--- src/rtl/lmsm_sequencer.sv ---
// LM/SM expander between IF/ID and the control decoder: turns each multi-register
// load/store into single-register LW/SW micro-ops and passes everything else through.
module lmsm_sequencer #(
  parameter int IW   = 16,
  parameter int NREG = 8
) (
  input  logic          clk,
  input  logic          rst,
  input  logic [IW-1:0] instr_in,
  input  logic          instr_in_valid,
  input  logic          stall_in,
  output logic [IW-1:0] instr_out,
  output logic          instr_out_valid,
  output logic          fetch_stall,
  output logic          busy,
  output logic          uop_last
);

  localparam int RW = $clog2(NREG);

  typedef enum logic {IDLE = 1'b0, SEQ = 1'b1} state_t;

  state_t            state_q, state_d;
  logic [IW-1:0]     instr_out_q, instr_out_d;
  logic              valid_q, valid_d;
  logic              last_q, last_d;
  logic              sm_q, sm_d;
  logic [RW-1:0]     base_q, base_d;
  logic [NREG-1:0]   list_q, list_d;
  logic [NREG-1:0]   mask_q, mask_d;

  logic              is_lmsm;
  logic              src_sm;
  logic [RW-1:0]     src_base;
  logic [NREG-1:0]   src_list;
  logic [NREG-1:0]   src_mask;
  logic [NREG-1:0]   base_bit;
  logic [NREG-1:0]   cand;
  logic [NREG-1:0]   rem;
  logic [RW-1:0]     idx;
  logic              found;
  logic [5:0]        off6;
  logic [IW-1:0]     uop;
  logic              unused_bit8;

  assign unused_bit8 = instr_in[8];
  assign is_lmsm     = (instr_in[15:13] == 3'b110);

  // In IDLE the micro-op is formed straight from the incoming instruction so it
  // can be issued in the same cycle it is accepted.
  always_comb begin
    if (state_q == IDLE) begin
      src_sm   = instr_in[12];
      src_base = instr_in[11:9];
      src_list = instr_in[NREG-1:0];
      src_mask = instr_in[NREG-1:0];
    end else begin
      src_sm   = sm_q;
      src_base = base_q;
      src_list = list_q;
      src_mask = mask_q;
    end
  end

  // LM keeps the base register for last unless it is the only one left.
  always_comb begin
    base_bit = '0;
    base_bit[src_base] = 1'b1;
    cand = src_mask;
    if (!src_sm && ((src_mask & base_bit) != '0) && ((src_mask & ~base_bit) != '0))
      cand = src_mask & ~base_bit;
    idx   = '0;
    found = 1'b0;
    for (int i = 0; i < NREG; i++) begin
      if (cand[i] && !found) begin
        idx   = i[RW-1:0];
        found = 1'b1;
      end
    end
    rem = src_mask;
    rem[idx] = 1'b0;
    off6 = '0;
    for (int j = 0; j < NREG; j++) begin
      if ((j < int'(idx)) && src_list[j])
        off6 = off6 + 6'd1;
    end
    uop = {(src_sm ? 4'b0101 : 4'b0100), idx, src_base, off6};
  end

  always_comb begin
    state_d     = state_q;
    instr_out_d = instr_out_q;
    valid_d     = valid_q;
    last_d      = last_q;
    sm_d        = sm_q;
    base_d      = base_q;
    list_d      = list_q;
    mask_d      = mask_q;
    case (state_q)
      IDLE: begin
        if (!instr_in_valid) begin
          valid_d = 1'b0;
          last_d  = 1'b0;
        end else if (!is_lmsm) begin
          instr_out_d = instr_in;
          valid_d     = 1'b1;
          last_d      = 1'b1;
        end else if (src_mask == '0) begin
          valid_d = 1'b0;
          last_d  = 1'b0;
        end else begin
          instr_out_d = uop;
          valid_d     = 1'b1;
          last_d      = (rem == '0);
          if (rem != '0) begin
            state_d = SEQ;
            sm_d    = src_sm;
            base_d  = src_base;
            list_d  = src_list;
            mask_d  = rem;
          end
        end
      end
      SEQ: begin
        instr_out_d = uop;
        valid_d     = 1'b1;
        mask_d      = rem;
        last_d      = (rem == '0);
        if (rem == '0)
          state_d = IDLE;
      end
      default: state_d = IDLE;
    endcase
  end

  always_ff @(posedge clk or posedge rst) begin
    if (rst) begin
      state_q     <= IDLE;
      instr_out_q <= '0;
      valid_q     <= 1'b0;
      last_q      <= 1'b0;
      sm_q        <= 1'b0;
      base_q      <= '0;
      list_q      <= '0;
      mask_q      <= '0;
    end else if (!stall_in) begin
      state_q     <= state_d;
      instr_out_q <= instr_out_d;
      valid_q     <= valid_d;
      last_q      <= last_d;
      sm_q        <= sm_d;
      base_q      <= base_d;
      list_q      <= list_d;
      mask_q      <= mask_d;
    end
  end

  assign instr_out       = instr_out_q;
  assign instr_out_valid = valid_q;
  assign uop_last        = last_q;
  assign busy            = (state_q == SEQ);
  assign fetch_stall     = stall_in | (state_q == SEQ);

endmodule

--- config.mk ---
export PLATFORM = sky130hd
export DESIGN_NAME = lmsm_sequencer
export DESIGN_NICKNAME = d
export VERILOG_FILES = /design/src/rtl/lmsm_sequencer.sv
export SDC_FILE = /design/constraint.sdc
export NUM_CORES = 1
export LEC_CHECK = 0
export ABC_CLOCK_PERIOD_IN_PS = 15700
export CAP_MARGIN = 30
export CELL_PAD_IN_SITES_DETAIL_PLACEMENT = 1
export CELL_PAD_IN_SITES_GLOBAL_PLACEMENT = 1
export CORE_ASPECT_RATIO = 1.4
export CORE_UTILIZATION = 47
export CTS_BUF_LIST = sky130_fd_sc_hd__clkbuf_8
export DETAILED_ROUTE_END_ITERATION = 6
export HOLD_SLACK_MARGIN = 0.06
export PLACE_DENSITY_LB_ADDON = 0.1
export SYNTH_ARGS = -nofsm -noshare
export SYNTH_HDL_FRONTEND = slang
export SYNTH_SLANG_ARGS = --single-unit
--- constraint.sdc ---
create_clock -name clk -period 15.7 [get_ports clk]
set_input_delay 4.71 -clock clk [delete_from_list [all_inputs] [get_ports clk]]
set_output_delay 4.71 -clock clk [all_outputs]
set_load 0.1 [all_outputs]
Yosys cells after proc, flatten, opt, wreduce, memory -nomap -nowiden

Cells that the tools add are included.

Register bits after elaboration: 38
Input port bits: 20
Output and inout port bits: 20
Memory bits (writable): 0
Memories: 0
Bits in latches: 0
Word-level logic and storage cells: 128
Memory bits (read-only): 0

Divide/modulo/power cells: 0
Magnitude comparators: 11
Multipliers: 0
Reductions and logical operators: 34
$add $sub $neg: 6
Bitwise gates (word level): 9
Shifts and indexed selects: 0
Muxes and demuxes: 54
Equality and inequality tests: 6

Operators by type and width:

| operator                                                               | count |
|---|---|
| 16-bit two-way mux                                                     | 3 |
| 8-bit two-way mux                                                      | 6 |
| 6-bit by 1-bit adder with 6-bit output (second input constant)         | 6 |
| 6-bit two-way mux                                                      | 6 |
| 16-bit one-hot mux with 2 select lines                                 | 1 |
| 8-bit bitwise AND                                                      | 3 |
| 1-bit two-way mux                                                      | 24 |
| 8-bit nonzero test                                                     | 3 |
| 3-bit two-way mux                                                      | 7 |
| 1-bit logical AND                                                      | 18 |
| 8-bit zero test                                                        | 2 |
| 8-bit inverter                                                         | 2 |
| 8-bit one-hot mux with 2 select lines                                  | 1 |
| 3-bit < comparator (first input constant)                              | 3 |
| 1-bit zero test                                                        | 8 |
| 3-bit by 4-bit < comparator with 1-bit output (second input constant)  | 2 |
| 7-bit two-way mux                                                      | 1 |
| 1-bit demux with 3-bit select                                          | 2 |
| 3-bit by 1-bit >= comparator with 1-bit output (second input constant) | 2 |
| 1-bit by 3-bit < comparator with 1-bit output (first input constant)   | 2 |
| 2-bit by 3-bit < comparator with 1-bit output (first input constant)   | 2 |
| 2-bit inequality test (second input constant)                          | 3 |
| 1-bit one-hot mux with 2 select lines                                  | 3 |
| 6-bit AND reduction                                                    | 1 |
| 7 further kinds                                                        | 9 |

Logic depth before layout (Yosys ltp)

Depth after elaboration: 51
Depth in mapped cells: 32
Gate-level depth less buffers: 29

Worst setup path after synthesis

Ideal clock, no wire load.

Kind: input -> register
From: input instr_in[11]
To: register instr_out_q[1], in the netlist instr_out[1]
Setup slack: 5.279 ns
Setup time: 0.134 ns
Stages on the path: 29
Required time: 15.566 ns
Path buffers: 2
Arrival: 10.287 ns
Cell sequence: mux2_4 > buf_6 > a211oi_1 > o21ai_1 > o2111ai_2 > o21ai_4 > o41ai_2 > nand3_1 > o21ai_0 > inv_1 > o22a_1 > ha_1 > clkbuf_1 > nand2_1 > or4_1 > o221a_1 > and3_4 > inv_1 > ha_1 > inv_1 > o21ai_0 > ha_1 > or4b_2 > o31a_1 > o31ai_1 > ha_1 > mux2_2 > mux2i_1 > o21ai_0

Word-level cells in the longest chain between the ends: 51
Elaborated cells on any way between the ends: 73
Those cells by class: add/sub: 6; order compare: 9; mux: 29; bitwise: 3; reduce/logical: 26

RTL lines:

| item                                                                                                                                         | RTL line | RTL |
|---|---|---|
| start: declaration                                                                                                                           | 9        | `input logic [IW-1:0] instr_in,` |
| 3-bit two-way mux *                                                                                                                          | 52       | `if (state_q == IDLE) begin` |
| 3-bit by 4-bit < comparator with 1-bit output (implied by the code) / 3-bit by 1-bit >= comparator with 1-bit output (equally long branches) | 68       | `base_bit[src_base] = 1'b1;` |
| 1-bit logical AND (implied by the code)                                                                                                      | 68       |  |
| 1-bit two-way mux (implied by the code)                                                                                                      | 68       |  |
| 1-bit demux with 3-bit select *                                                                                                              | 68       |  |
| 8-bit bitwise AND / 8-bit inverter (equally long branches)                                                                                   | 70, 71   |  |
| 8-bit nonzero test / 8-bit bitwise AND (equally long branches)                                                                               | 70, 71   |  |
| 1-bit logical AND / 8-bit nonzero test (equally long branches)                                                                               | 70       | `if (!src_sm && ((src_mask & base_bit) != '0) && ((src_mask & ~base_bit) != '0))` |
| [... 35 more ...]                                                                                                                            | n/a      |  |
| 6-bit by 1-bit adder with 6-bit output                                                                                                       | 85       | `off6 = off6 + 6'd1;` |
| 6-bit two-way mux                                                                                                                            | 84       | `if ((j < int'(idx)) && src_list[j])` |
| 6-bit by 1-bit adder with 6-bit output                                                                                                       | 85       |  |
| 6-bit two-way mux *                                                                                                                          | 84       |  |
| 16-bit two-way mux                                                                                                                           | 108      | `end else if (src_mask == '0) begin` |
| 16-bit two-way mux                                                                                                                           | 104      | `end else if (!is_lmsm) begin` |
| 16-bit two-way mux                                                                                                                           | 101      | `if (!instr_in_valid) begin` |
| 16-bit one-hot mux with 2 select lines *                                                                                                     | 99       | `case (state_q)` |
| end signal: assignment                                                                                                                       | 148      | `instr_out_q <= instr_out_d;` |
| end: declaration                                                                                                                             | 24       | `logic [IW-1:0] instr_out_q, instr_out_d;` |

Every way passes the cells marked *; elsewhere a longest branch is shown, timed or not. The select of a mux whose other input is x is not followed.
A chain may end at the register's enable or synchronous reset.

Worst setup path after layout

Same ends and word-level chain as after synthesis.

==> flow_metrics.py <==
metrics = {
    "run_status": {
        "outcome": "finished, violations left",
        "violations": "DRC",
    },
    "clock_network": {
        "clock-sinks": 38,
        "insertion_delay_ns": 0.30,
        "numCtsBuffers": 5,
        "post_cts_resized": 0,
        "clockBufferDepth": 2,
        "clkTransAtPathRegs_ns": 0.08,
        "cts_max_level": 2,
        "cts_root_buf": "clkbuf_8",
        "cts_tree": "built",
        "post-cts-setup-buffers": 0,
        "postCtsHoldBufs": 0,
    },
    "worst_setup_path": {
        "cp_max_fo": 12,
        "r2r-start": "busy",
        "worst_path_most_repeated_cell": "ha_1",
        "max_stage_delay_ns": 0.79,
        "r2r_slack_ns": 7.56,
        "critPathRequiredTime_ns": 15.85,
        "cp-end-kind": "flip-flop",
        "critPathArrivalTime_ns": 12.11,
        "rr_worst_depth": 26,
        "r2r_end": "instr_out[1]",
        "slowest_stage": "mux2i_1",
        "crit_path_end": "instr_out[1]",
        "crit_type": "in2reg",
        "cp-start-kind": "input port",
        "crit_path_start": "instr_in[11]",
    },
    "sta": {
        "timing.final.crit_share_pct": 76.1,
        "fin_setup_tns_ns": 0,
        "worst_slack_ns": 3.74,
        "hold_viol": 0,
        "max_freq_ghz": 0.0836,
        "setup-violations-final": 0,
        "clock-skew-final_ns": 0.00500,
        "worst_slew_pin_slew_ns": 1.06,
        "fin_crit_ns": 11.96,
        "slew_viol_final": 0,
        "rsz0062_at_grt": "false",
        "maxSlewHeadroom_pct": 27.5,
    },
    "placed_design": {
        "placed_cells": 445,
        "numPortBuffers": 39,
        "gp_congestion": 0.965,
        "placed_area_sq_mm": 0.00352,
        "hpwl_um": 7350,
        "place_ws_ns": 3.56,
    },
    "detailed_routing": {
        "vias_per_cell": 6.42,
        "final_antenna_net_count": 0,
        "drc": 4,
        "num_vias": 2902,
        "wl_um": 9580,
        "drt_iter0_markers": 181,
        "firstDrtPassIters": 7,
        "wl_per_cell_um": 21.2,
    },
    "layout": {
        "insertedDiodeCount": 0,
        "multi_input_area_sq_mm": 0.00203,
        "design_area_sq_mm": 0.00363,
        "area_growth_pct": 15.9,
        "drive_gt1_share_pct": 12.9,
        "layout_common_cells": "nand2_1, clkdlybuf4s50_1, dfrtp_1, a21oi_1, nor2_1",
        "register_area_sq_um": 951,
        "stdcell_count": 452,
        "nets": 405,
        "fillerInstances": 749,
        "final_common_cell": "nand2_1",
    },
    "yosys": {
        "seq_area_frac_synth_pct": 30.4,
        "synth_cell_types": 67,
        "syn_area_per_cell_sq_um": 8.94,
        "yosys_warnings": 0,
        "synth_edf_count": 0,
        "synth_area_sq_mm": 0.00313,
        "postSynth.asyncResetShare_pct": 100,
        "ys.flop_type": "dfrtp_1",
        "syn_inst": 350,
        "syn_nets": 375,
        "ys_seq_elements": 38,
    },
    "global_route": {
        "grt_max_degree": 39,
        "grt_overflow": 0,
        "antenna_found_initial": 0,
        "grt_usage_pct": 28.6,
        "grt_pass1_wl_um": 15400,
        "grt_pass1_vias": 2906,
    },
    "die": {
        "start_util_pct": 49.4,
        "rows": 34,
        "chipWidth_um": 71.0,
        "coreArea_sq_mm": 0.00634,
        "die_h_um": 98.6,
        "dieArea_sq_mm": 0.00700,
        "ios": 40,
    },
    "worst_hold_path": {
        "hp-class": "reg2reg",
    },
    "flow_run": {
        "cap_violations": 0,
    },
}
==> cell families (layout without fill, tap and decap cells) <==
family          Yosys count  after routing  share of synthesized area [%]
flops                    38             38                           30.4
xor+xnor                  6              6                           2.60
mux                      43             43                           15.8
buf+inv                  28             58                           4.80
fa+ha+maj                 5              5                           2.00
compound gates          107            107                           24.5
simple gates            123            123                           19.9
==> routing by layer <==
metal,wire [um],track usage (%),vias up
met5,0,0,-
met4,231,10.6,0
met3,230,2.66,17
met2,4950,51.2,57
met1,4170,35.4,1452
li1,-,-,1376
==> Yosys cell counts (3+ instances only) <==
cell	count	area share, %
a21o_1	6	1.4
a21oi_1	23	3.7
a22o_1	3	0.84
a31oi_1	12	2.4
and2_1	5	1.0
buf_2	3	0.48
buf_6	5	1.8
clkbuf_1	9	1.1
dfrtp_1	38	30
ha_1	5	2.0
inv_1	9	1.1
mux2_1	5	1.8
mux2_2	11	4.0
mux2_4	8	3.8
mux2i_1	18	5.8
nand2_1	42	5.0
nand3_1	9	1.4
nand4_1	6	1.2
nor2_1	23	2.8
nor3_1	8	1.3
nor3_2	3	0.96
nor4_1	4	0.80
o211ai_1	3	0.72
o21ai_0	20	3.2
o21ai_1	5	0.80
o31a_1	3	0.84
o31ai_1	6	1.4
or2_2	4	0.80
or4_1	5	1.2
xnor2_1	4	1.1
==> metrics by stage <==
stage / hold slack [ns] / util (%)
after CTS: 0.490 / 57.3
after global placement: 0.453 / 55.5
after floorplan: 0.458 / -
after global routing: 0.517 / 57.3
after detailed placement: 0.473 / 55.5
final: 0.483 / 57.3
==> flip-flops by register name, indices dropped and copies added (netlist names) <==
register	cells
base_q	3
busy	1
instr_out	16
instr_out_valid	1
list_q	7
mask_q	8
sm_q	1
uop_last	1
==> worst max-delay path: cells and delay by family <==
family	cells	cell delay (ns)
AO/OA/AOI/OAI	10	2.30
AND/OR/NAND/NOR	6	2.01
adder cells (fa/ha/maj)	4	1.26
multiplexers	3	1.18
buffers and inverters	4	0.67
==> cell type report <==
| type | count | area share (%) |
|---|---|---|
| multi-input cells | 284 | 55.9 |
| clock inverters | 1 | 0.827 |
| repair buffers | 42 | 11.4 |
| flip-flops and latches | 38 | 26.2 |
| clock buffers | 6 | 2.28 |
| well taps | 72 | 2.48 |
| inverters | 9 | 0.931 |
==> worst min-delay path by stage <==
stage | start | cells past startpoint | to | slack, ns
after floorplan | list_q[6] | 1 | list_q[6] | 0.46
after global placement | uop_last | 2 | uop_last | 0.45
after detailed placement | instr_out[10] | 2 | instr_out[10] | 0.47
after CTS | instr_out[10] | 2 | instr_out[10] | 0.49
after global routing | instr_out[6] | 2 | instr_out[6] | 0.52
final | instr_out[10] | 2 | instr_out[10] | 0.48
Power is not shown: default switching activity piles up to over one toggle a cycle in this logic, so the estimate is an artifact.
==> RTL change: new RTL, config.mk and constraints unchanged <==
Make the reset (`rst`) synchronous in one clocked block.
--- a/src/rtl/lmsm_sequencer.sv
+++ b/src/rtl/lmsm_sequencer.sv
@@ -133,7 +133,7 @@
     endcase
   end
 
-  always_ff @(posedge clk or posedge rst) begin
+  always_ff @(posedge clk) begin
     if (rst) begin
       state_q     <= IDLE;
       instr_out_q <= '0;
Function: differs if rst is asserted again (counterexample within 4 cycles, from zero or initial values and one cycle with rst high); with rst held inactive, the same outputs for 4 cycles.
==> RTL change against the original RTL <==
Synthesized area rose by 2.7%; via count up 13%; cell area rose by 2.8%; worst setup slack improved by 600 ps; non-clock buffer count grew 1; routed wire length increased by 9.6%; sequential cell count did not move; sequential share of layout area shrank 5.8 points; global-route usage increased by 1.1 points; maximum frequency increased by 5.3%; largest cell class unchanged.
Power is left out: it rests on default switching activity, and per cell area and clock period it moved more than threefold.
==> RTL change: results (changes against the original RTL) <==
Run status
  – Status: finished, final reports clean (was finished, violations left)

GRT
  – Global-route wire length before repair: 16.69 mm (was 15.44 mm)
  – Gr usage total: 29.67% (was 28.62%)

Critical path
  – FF-to-FF setup slack: 7990 ps (was 7560 ps)
  – Reg-to-Reg Start: busy (unchanged)
  – Worst r2r path cells: 29 (was 26)
  – Capturing point of the worst reg2reg path: instr_out[2] (was instr_out[1])
  – Critical-path maximum fanout: 7 (was 12)

Logic synthesis
  – Synth top cells by count: 56 x nor2_1, 38 x dfxtp_1, 37 x nand2_1 (was 42 x nand2_1, 38 x dfrtp_1, 23 x a21oi_1, 23 x nor2_1, 20 x o21ai_0)
  – Synth warn: 0 (unchanged)
  – Syn Nets: 414 (was 375)
  – Async SR Flop Fraction: 0% (was 100.0%)
  – Post-synthesis sequential area ratio: 23.66% (was 30.38%)
  – Netlist cell types: 77 (was 67)
  – Top FF cell, synth: dfxtp_1 (was dfrtp_1)
  – Synth area leaders: dfxtp_1 24%, mux2i_1 8.4%, nor2_1 6.5% (was dfrtp_1 30%, mux2i_1 5.8%, nand2_1 5.0%)

Clock tree
  – Clk_lat worst skew: 290 ps

Routing
  – Detailed Routing Iterations Pass 1: 4 (was 7)
  – Detailed Route Iter0 Violations: 202 (was 181)

Hold path
  – Worst Hold End: instr_out[6] (was instr_out[10])

Finish
  – Layout filler cell count: 815 (was 749)
  – Share of cells above drive strength 1: 12.59% (was 12.89%)
  – Fin nets: 445 (was 405)

STA
  – Skew final: 3.365 ps (was 4.995 ps)

Place
  – Post-DP HPWL: 8.033 mm (was 7.347 mm)
  – Final GP Congestion: 0.9254 (was 0.9646)
-- RTL change: cell count changes in the layout (fill, tap and decap cells not counted), sizes merged, moves of 11 or more --
| cell | unedited run | this run |
|---|---|---|
| nor2 | 23 | 58 |
| dfxtp | 0 | 38 |
| mux2i | 19 | 32 |
| dfrtp | 38 | 0 |
| o21ai | 26 | 8 |
| nand4 | 6 | 17 |
| mux2 | 24 | 10 |
-- RTL change: per-stage QoR --
step | cells | worst slack, ps | instance area [sq um] | util, % | hold slack, ps
after global routing | 513 | 3949 | 3730 | 56.40 | 466.3
after floorplan | 389 | 5028 | 3216 | - | 454.4
final | 513 | 4343 | 3730 | 56.40 | 452.6
after detailed placement | 505 | 4187 | 3635 | 54.97 | 444.1
after global placement | 505 | 4358 | 3635 | 54.97 | 439.6
after CTS | 513 | 4350 | 3730 | 56.40 | 455.7
-- RTL change: cell type report --
type,count,share of cell area (%)
Multi-Input combinational cell,324,61.89
Sequential cell,38,20.40
Timing Repair Buffer,43,11.27
Tap cell,92,3.086
Clock buffer,6,2.214
Inverter,8,0.8051
Clock inverter,2,0.3355
-- RTL change: worst max path at each step --
stage / slack, ps / startpoint / end / cells past startpoint
2_1_floorplan: 5030 / stall_in / fetch_stall / 3
3_3_place_gp: 4360 / stall_in / fetch_stall / 3
3_5_place_dp: 4190 / instr_in[9] / instr_out[2] / 29
4_1_cts: 4350 / stall_in / fetch_stall / 3
5_1_grt: 3950 / instr_in[9] / instr_out[2] / 29
6_report: 4340 / stall_in / fetch_stall / 3
-- RTL change: cells by family after synthesis --
family          count (synthesis)  share of synthesized area (%)
simple gates                  166                          26.03
xor+xnor                        8                          3.074
compound gates                102                          25.99
flops                          38                          23.66
fa+ha+maj                       6                          2.257
buf+inv                        27                          4.553
mux                            42                          14.44
-- RTL change: critical path, cell delays in order --
cell             delay, ps
clkdlybuf4s50_1        590
or2_2                  200
clkdlybuf4s50_1       1140
-- RTL change: layer usage --
layer / GRT usage (%) / share of wire [%] / up-vias
met5: 0 / 0 / -
met4: 13.27 / 4.4 / 0
met3: 3.815 / 2.8 / 30
met2: 53.92 / 52 / 77
met1: 34.14 / 41 / 1618
li1: - / - / 1553
